<file path="config.mk">
export PLATFORM = sky130hd
export DESIGN_NAME = md5_block_padder
export DESIGN_NICKNAME = d
export VERILOG_FILES = /design/src/rtl/md5_pkg.sv /design/src/rtl/md5_block_padder.sv
export SDC_FILE = /design/constraint.sdc
export NUM_CORES = 1
export LEC_CHECK = 0
export ABC_CLOCK_PERIOD_IN_PS = 3100
export BUFFER_PORTS_ARGS = -buffer_cell sky130_fd_sc_hd__buf_2
export CORE_ASPECT_RATIO = 0.8
export CORE_MARGIN = 5
export CORE_UTILIZATION = 30
export CTS_CLUSTER_DIAMETER = 100
export DETAILED_ROUTE_END_ITERATION = 7
export GPL_ROUTABILITY_DRIVEN = 0
export PLACE_DENSITY_LB_ADDON = 0.2
export SLEW_MARGIN = 25
export SYNTH_ARGS = -nofsm -noshare
export SYNTH_HDL_FRONTEND = slang
export SYNTH_SLANG_ARGS = --single-unit
</file>
<file path="constraint.sdc">
create_clock -name clk -period 3.1 [get_ports clk]
set_clock_uncertainty 0.1 [all_clocks]
set_input_delay 0.155 -clock clk [delete_from_list [all_inputs] [get_ports clk]]
set_output_delay 0.155 -clock clk [all_outputs]
set_load 0.02 [all_outputs]
</file>
<file path="src/rtl/md5_pkg.sv">
// Shared types and constants for the MD5 block padder.
// Block geometry, padding constants and the FSM state set.
package md5_pkg;

  typedef enum logic [1:0] {
    FILL  = 2'd0,
    PAD   = 2'd1,
    EXTRA = 2'd2,
    EMIT  = 2'd3
  } state_t;

  localparam int BLOCK_BYTES = 64;
  localparam int LEN_OFFSET  = 56;
  localparam logic [7:0] PAD_BYTE = 8'h80;

  typedef logic [511:0] md5_block_t;

endpackage

</file>
<file path="src/rtl/md5_block_padder.sv">
// Byte stream to padded 512-bit MD5 blocks.
// Adds 0x80, zero fill, LE bit length, extra block.
module md5_block_padder
  import md5_pkg::*;
#(
  parameter int LEN_W = 64
) (
  input  logic         clk,
  input  logic         reset,
  input  logic         in_valid,
  output logic         in_ready,
  input  logic [7:0]   in_data,
  input  logic         in_last,
  output logic         blk_valid,
  input  logic         blk_ready,
  output logic [511:0] blk_data,
  output logic         blk_first,
  output logic         blk_last
);

  state_t           state;
  logic [7:0]       bytes_q [BLOCK_BYTES];
  logic [5:0]       idx;
  logic [LEN_W-1:0] bitlen;
  logic             first;
  logic             fin;
  logic             extra;
  logic             pend;
  logic [63:0]      len64;
  md5_block_t       flat;

  assign len64 = 64'(bitlen);

  // Flatten the byte buffer, byte i at bits [8i+7:8i].
  always_comb begin
    flat = '0;
    for (int i = 0; i < BLOCK_BYTES; i++)
      flat[8*i +: 8] = bytes_q[i];
  end

  assign blk_valid = (state == EMIT);
  assign blk_data  = blk_valid ? flat : '0;
  assign blk_first = blk_valid & first;
  assign blk_last  = blk_valid & fin;
  assign in_ready  = reset & (state == FILL);

  // Block assembly FSM: fill, pad, extra length block, emit.
  always_ff @(posedge clk or negedge reset) begin
    if (!reset) begin
      state  <= FILL;
      idx    <= '0;
      bitlen <= '0;
      first  <= 1'b1;
      fin    <= 1'b0;
      extra  <= 1'b0;
      pend   <= 1'b0;
      for (int i = 0; i < BLOCK_BYTES; i++)
        bytes_q[i] <= '0;
    end else begin
      unique case (state)
        FILL: begin
          if (in_valid && in_ready) begin
            bytes_q[idx] <= in_data;
            idx          <= idx + 6'd1;
            bitlen       <= bitlen + LEN_W'(8);
            if (idx == 6'd63) begin
              state <= EMIT;
              pend  <= in_last;
            end else if (in_last) begin
              state <= PAD;
            end
          end
        end
        PAD: begin
          for (int i = 0; i < BLOCK_BYTES; i++) begin
            if (6'(i) == idx)
              bytes_q[i] <= PAD_BYTE;
            else if (6'(i) > idx)
              bytes_q[i] <= '0;
          end
          if (idx <= 6'd55) begin
            for (int k = 0; k < 8; k++)
              bytes_q[LEN_OFFSET+k] <= len64[8*k +: 8];
            fin <= 1'b1;
          end else begin
            fin   <= 1'b0;
            extra <= 1'b1;
          end
          state <= EMIT;
        end
        EXTRA: begin
          for (int i = 0; i < LEN_OFFSET; i++)
            bytes_q[i] <= '0;
          for (int k = 0; k < 8; k++)
            bytes_q[LEN_OFFSET+k] <= len64[8*k +: 8];
          fin   <= 1'b1;
          state <= EMIT;
        end
        EMIT: begin
          if (blk_ready) begin
            for (int i = 0; i < BLOCK_BYTES; i++)
              bytes_q[i] <= '0;
            idx   <= '0;
            first <= 1'b0;
            if (fin) begin
              state  <= FILL;
              bitlen <= '0;
              first  <= 1'b1;
              fin    <= 1'b0;
            end else if (extra) begin
              state <= EXTRA;
              extra <= 1'b0;
            end else if (pend) begin
              state <= PAD;
              pend  <= 1'b0;
            end else begin
              state <= FILL;
            end
          end
        end
      endcase
    end
  end

endmodule
</file>
### Word level (Yosys, flattened, before mapping)

Cells that the tools add are included.

* bits in registers: 588
* input port bits: 13
* output and inout port bits: 516

* multiplexer cells: 165
* order comparisons: 67
* equality and inequality tests: 139
* bitwise gates (word level): 4
* reductions and logical operators: 79
* add/subtract/negate cells: 2

Operators with widths (number)
* 512-bit one-hot mux with 4 select lines: 1
* 512-bit two-way mux: 3
* 8-bit two-way mux: 129
* 512-bit bitwise mux: 1
* 64-bit two-way mux: 4
* 3-bit AND reduction: 66
* 6-bit == test, first input constant: 32
* 6-bit > comparator, first input constant: 32
* 3-bit != test, second input constant: 56
* 64-bit one-hot mux with 2 select lines: 1
* 5-bit by 6-bit == test with 1-bit output, first input constant: 16
* 5-bit by 6-bit > comparator with 1-bit output, first input constant: 16
* 64-bit by 4-bit adder with 64-bit output, second input constant: 1
* 8-bit demux with 6-bit select: 1
* 4-bit by 6-bit == test with 1-bit output, first input constant: 8
* 4-bit by 6-bit > comparator with 1-bit output, first input constant: 8
* 4-bit != test, second input constant: 8
* 3-bit by 6-bit == test with 1-bit output, first input constant: 4
* 3-bit by 6-bit > comparator with 1-bit output, first input constant: 4
* 2-bit by 6-bit == test with 1-bit output, first input constant: 2
* 1-bit by 6-bit > comparator with 1-bit output, first input constant: 2
* 2-bit by 6-bit > comparator with 1-bit output, first input constant: 2
* 1-bit two-way mux: 12
* 2-bit two-way mux: 6
* other kinds (27): 41

### Logic depth before layout (Yosys ltp)

* depth in word-level cells: 8
* mapped depth: 11
* gate-level depth less buffers: 7

### Worst setup path after synthesis

Ideal clock, no wire load.

* kind: register to register
* from: register idx[0]
* to: register bytes_q[239] (netlist name)
* required time: 2875 ps
* slack: 252 ps
* library setup time: 125 ps
* clock period less this slack: 2848 ps
* stages on the path, launching flop included: 12
* path buffers: 4
* data arrival time: 2623 ps
* cells stage by stage: dfrtp_1 -> clkbuf_1 -> clkbuf_1 -> inv_1 -> ha_1 -> clkbuf_1 -> nor2b_1 -> or2_2 -> clkbuf_1 -> o21ai_0 -> nand3_1 -> mux2_2

* longest elaborated chain between the ends: 8
* elaborated cells between the ends (all ways): 14

RTL lines
* start, declared: line md5_block_padder.sv:23 `logic [5:0] idx;`
* start signal, assigned: line md5_block_padder.sv:64 `idx <= idx + 6'd1;`
* 6-bit inverter with 7-bit output (implied by the code): line md5_block_padder.sv:63 `bytes_q[idx] <= in_data;`
* 7-bit >= comparator (implied by the code) / 7-bit by 1-bit less-than comparator with 1-bit output (equally long branches): line md5_block_padder.sv:63
* 1-bit logical AND (implied by the code): line md5_block_padder.sv:63
* 8-bit two-way mux (implied by the code): line md5_block_padder.sv:63
* 8-bit demux with 6-bit select: line md5_block_padder.sv:63
* 512-bit bitwise mux: line md5_block_padder.sv:63
* 512-bit two-way mux: line md5_block_padder.sv:62 `if (in_valid && in_ready) begin`
* 512-bit one-hot mux with 4 select lines: line md5_block_padder.sv:60 `unique case (state)`
* end signal, assigned by index: line md5_block_padder.sv:63
* end signal, assigned by index: line md5_block_padder.sv:83 `bytes_q[LEN_OFFSET+k] <= len64[8*k +: 8];`
* end signal, assigned by index: line md5_block_padder.sv:95 `bytes_q[LEN_OFFSET+k] <= len64[8*k +: 8];`
* end, declared: line md5_block_padder.sv:22 `logic [7:0] bytes_q [BLOCK_BYTES];`

Several ways; a longest one is shown, not always the timed one. The select of a mux whose other input is x is not followed.
A chain may end at the register's enable or synchronous reset.

### Worst setup path in the final report

* from: register state[1]
* to: register bytes_q[329] (netlist name)

* longest elaborated chain between the ends: 5
* elaborated cells between the ends (all ways): 11

RTL lines
* start, declared: line md5_block_padder.sv:21 `state_t state;`
* start signal, assigned: line md5_block_padder.sv:50 `state <= FILL;`
* start signal, assigned: line md5_block_padder.sv:67 `state <= EMIT;`
* start signal, assigned: line md5_block_padder.sv:70 `state <= PAD;`
* 2-bit logical NOT: line md5_block_padder.sv:45, md5_block_padder.sv:60
* 1-bit bitwise AND: line md5_block_padder.sv:45 `assign in_ready = reset & (state == FILL);`
* 1-bit logical AND: line md5_block_padder.sv:62
* 2-bit by 1-bit != test with 1-bit output (no source line)
* 3-bit AND reduction (no source line)

Several ways; a longest one is shown, not always the timed one.

==> results.json <==
{
  "netlist_area_sq_mm": 0.0283,
  "critPathMaxFanout": 17,
  "cp_common_cell": "buf_4",
  "synth_fp_nets": 2783,
  "power_density_mw_per_mm2": 708,
  "synth_edf_count": 0,
  "period_share": 0.956,
  "vias": 25095,
  "cp_cell_sequence": "inv_1, ha_4, a21bo_2, and2_2, buf_4, nand2_1, a211oi_1, buf_4, a22o_1",
  "ctsLongestPathBuffers": 3,
  "critPathRequiredTime_ns": 3.53,
  "io_pins": 529,
  "ant_nets": 0,
  "finalHoldViolCount": 0,
  "grt_max_degree": 287,
  "async_reset_ff_frac": 1.00,
  "synth_cell_types": 68,
  "grt-ovfl-total": 0,
  "power_leakage_nw": 17.7,
  "wl_met3_mm": 8.24,
  "highest_layer": "met4",
  "wl_per_cell_microns": 26.4,
  "die_area_sq_mm": 0.101,
  "tns_ns": 0,
  "slowest_stage": "dfrtp_1",
  "clk_pin_slew_worst_paths_ns": 0.06,
  "via_per_inst": 5.43,
  "start_util": 0.303,
  "wl_met2_mm": 54.8,
  "status": "complete, no violations",
  "drt-total-wl_mm": 122,
  "met1_length_mm": 55.2,
  "hold_class": "input port to register",
  "drcViolationCount": 0,
  "critPathLaunch": "state[1]$_DFFE_PN0P_",
  "core-area_sq_mm": 0.0933,
  "cts_tree": "done",
  "min_path_cells": 2,
  "diodes": 0,
  "final_common_cell": "dfrtp_1",
  "slew_violations": 0,
  "drtIter0Drc": 2826,
  "nets": 3369,
  "yosys_warnings": 0,
  "grtUsageTotal": 0.233,
  "max_freq_ghz": 0.338,
  "p_total_w": 0.0253,
  "rsz0062_at_grt": "false",
  "cts_setup_buffers": 0,
  "regToRegStartpoint": "state[1]$_DFFE_PN0P_",
  "fillers": 9451,
  "seq_area_frac_synth": 0.518,
  "drtPass1Iterations": 5,
  "antenna_found_initial": 1,
  "dp.final_hpwl_mm": 87.0,
  "min_from": "in_data[1]",
  "crit_path_start_kind": "register",
  "cts_buffers": 67,
  "fin_crit_ns": 2.96,
  "crit_path_max_incr_delay_ns": 0.46,
  "cts_root_buf": "clkbuf_16",
  "peakVddDrop_v": 0.000898,
  "crit_path_end_kind": "register",
  "setup_violations": 0,
  "tightest_slew_ns": 0.999,
  "clk_latency_ns": 0.62,
  "crit_type": "register to register",
  "port_buffers": 528,
  "final_cell_mix": "dfrtp_1, and2_1, buf_2",
  "synth_seq_cells": 585,
  "rr_worst_depth": 9,
  "arrival_ns": 3.40,
  "syn_inst": 2762,
  "fp-row-count": 100,
  "die_y_microns": 285,
  "postSynthAreaPerCell_sq_um": 10.2,
  "ys.flop_type": "dfrtp_1",
  "syn_to_final_growth_pct": 26.1,
  "drv_cap": 0,
  "grt_pass1_vias": 24872,
  "slew_headroom": 0.331,
  "die_w_microns": 353,
  "htreeDepth": 3,
  "cts_sinks": 585,
  "grt_pass1_wl_mm": 177,
  "drive_above_1_share": 0.263
}
[kinds of logic after synthesis]
| family | Yosys count | synth area share |
|---|---|---|
| simple gates | 1055 | 0.210 |
| compound gates | 823 | 0.217 |
| flops | 585 | 0.518 |
| buf+inv | 235 | 0.0316 |
| mux | 34 | 0.0134 |
| xor+xnor | 22 | 0.00681 |
| fa+ha+maj | 8 | 0.00354 |
[per-stage QoR]
step / setup WS, ns / instances / utilization / hold WS [ns] / area (sq um)
6_report: 0.138 / 4620 / 0.382 / 0.0540 / 35700
5_1_grt: 0.0525 / 4620 / 0.382 / 0.0322 / 35700
4_1_cts: 0.0861 / 4618 / 0.381 / 0.0169 / 35600
3_5_place_dp: 0.196 / 4492 / 0.357 / -0.0903 / 33400
3_3_place_gp: 0.157 / 4492 / 0.357 / -0.0886 / 33400
2_1_floorplan: 0.252 / 2762 / - / -0.241 / 28300
[path summary, 6_finish.rpt]
check | end | slack, ns
worst max-delay path | bytes_q[329]$_DFFE_PN0P_ | 0.14
worst min-delay path | bytes_q[265]$_DFFE_PN0P_ | 0.05
worst max register to register | bytes_q[329]$_DFFE_PN0P_ | 0.14
worst min register to register | bytes_q[423]$_DFFE_PN0P_ | 0.37
max in group asynchronous | bytes_q[181]$_DFFE_PN0P_ | 1.45
min in group asynchronous | bytes_q[93]$_DFFE_PN0P_ | 0.23
[sequential cells by signal, summed over array words and instances, names as in the netlist]
| register | flops |
|---|---|
| state | 2 |
| fin | 1 |
| extra | 1 |
| bitlen | 61 |
| bytes_q | 512 |
| pend | 1 |
| first | 1 |
| idx | 6 |
[per-layer routing]
layer | global-route usage | up-vias
li1 | - | 11214
met1 | 0.332 | 12713
met2 | 0.362 | 986
met3 | 0.0444 | 182
met4 | 0.0674 | 0
met5 | 0 | -
[worst max-delay path: cells and delay by family, from the launching register on]
kind,cells,cell delay (ns)
simple gates,2,0.67
compound gates,3,0.76
fa+ha+maj,1,0.25
flops,1,0.46
buf+inv,3,0.63
[synth_stat cells (5+ instances only)]
cell type / instances / area (sq um)
nor3_1: 24 / 120
nor2b_1: 7 / 43.8
mux2_2: 32 / 360
a22oi_1: 8 / 60.1
xnor2_1: 10 / 87.6
a21oi_1: 81 / 405
nand4_1: 29 / 181
or4_1: 15 / 113
or3b_2: 6 / 52.6
inv_1: 18 / 67.6
a32o_1: 6 / 60.1
o21ai_0: 163 / 816
and3b_1: 5 / 43.8
nor3b_1: 13 / 97.6
dfrtp_1: 584 / 14600
or2_2: 10 / 62.6
o21ai_1: 5 / 25.0
o22ai_1: 23 / 144
a22o_1: 410 / 3590
xor2_1: 12 / 105
nand3_1: 72 / 360
nand3b_1: 9 / 67.6
and2_1: 528 / 3300
nand2_1: 153 / 574
a211oi_1: 13 / 97.6
nor2_1: 115 / 432
o2bb2ai_1: 11 / 96.3
a32oi_1: 23 / 201
or3_1: 33 / 206
o211ai_1: 5 / 37.5
clkbuf_1: 203 / 762
and3_1: 14 / 87.6
nor4_1: 5 / 31.3
nand2b_1: 6 / 37.5
o31ai_1: 33 / 248
ha_1: 8 / 100
buf_1: 10 / 37.5
[what timing repair did]
| item | in CTS | in global routing |
|---|---|---|
| endpoints found under the setup margin | 83 | 36 |
| hold endpoints to repair | 201 | 0 |
| resized for setup | 0 | 1 |
| hold buffers | 10 | 0 |
| gates cloned | 0 | 1 |
| pin swaps | 0 | 0 |
[power by group]
group	switching, W	total, W	internal, W
clock	0.00337	0.00797	0.00460
combinational	0.00664	0.00875	0.00211
sequential	0.000473	0.00854	0.00807
total	0.0105	0.0253	0.0148
[layout make-up]
type                    instances  area (sq um)  share of cell area
repair buffers                734          4460               0.125
multi-input cells            1942         12800               0.359
clock inverters                24           220             0.00617
flip-flops and latches        585         14600               0.411
clock buffers                  93          1930              0.0540
well taps                    1224          1530              0.0429
inverters                      18          67.6             0.00189
Note: power is estimated with default switching activity, not from simulation.
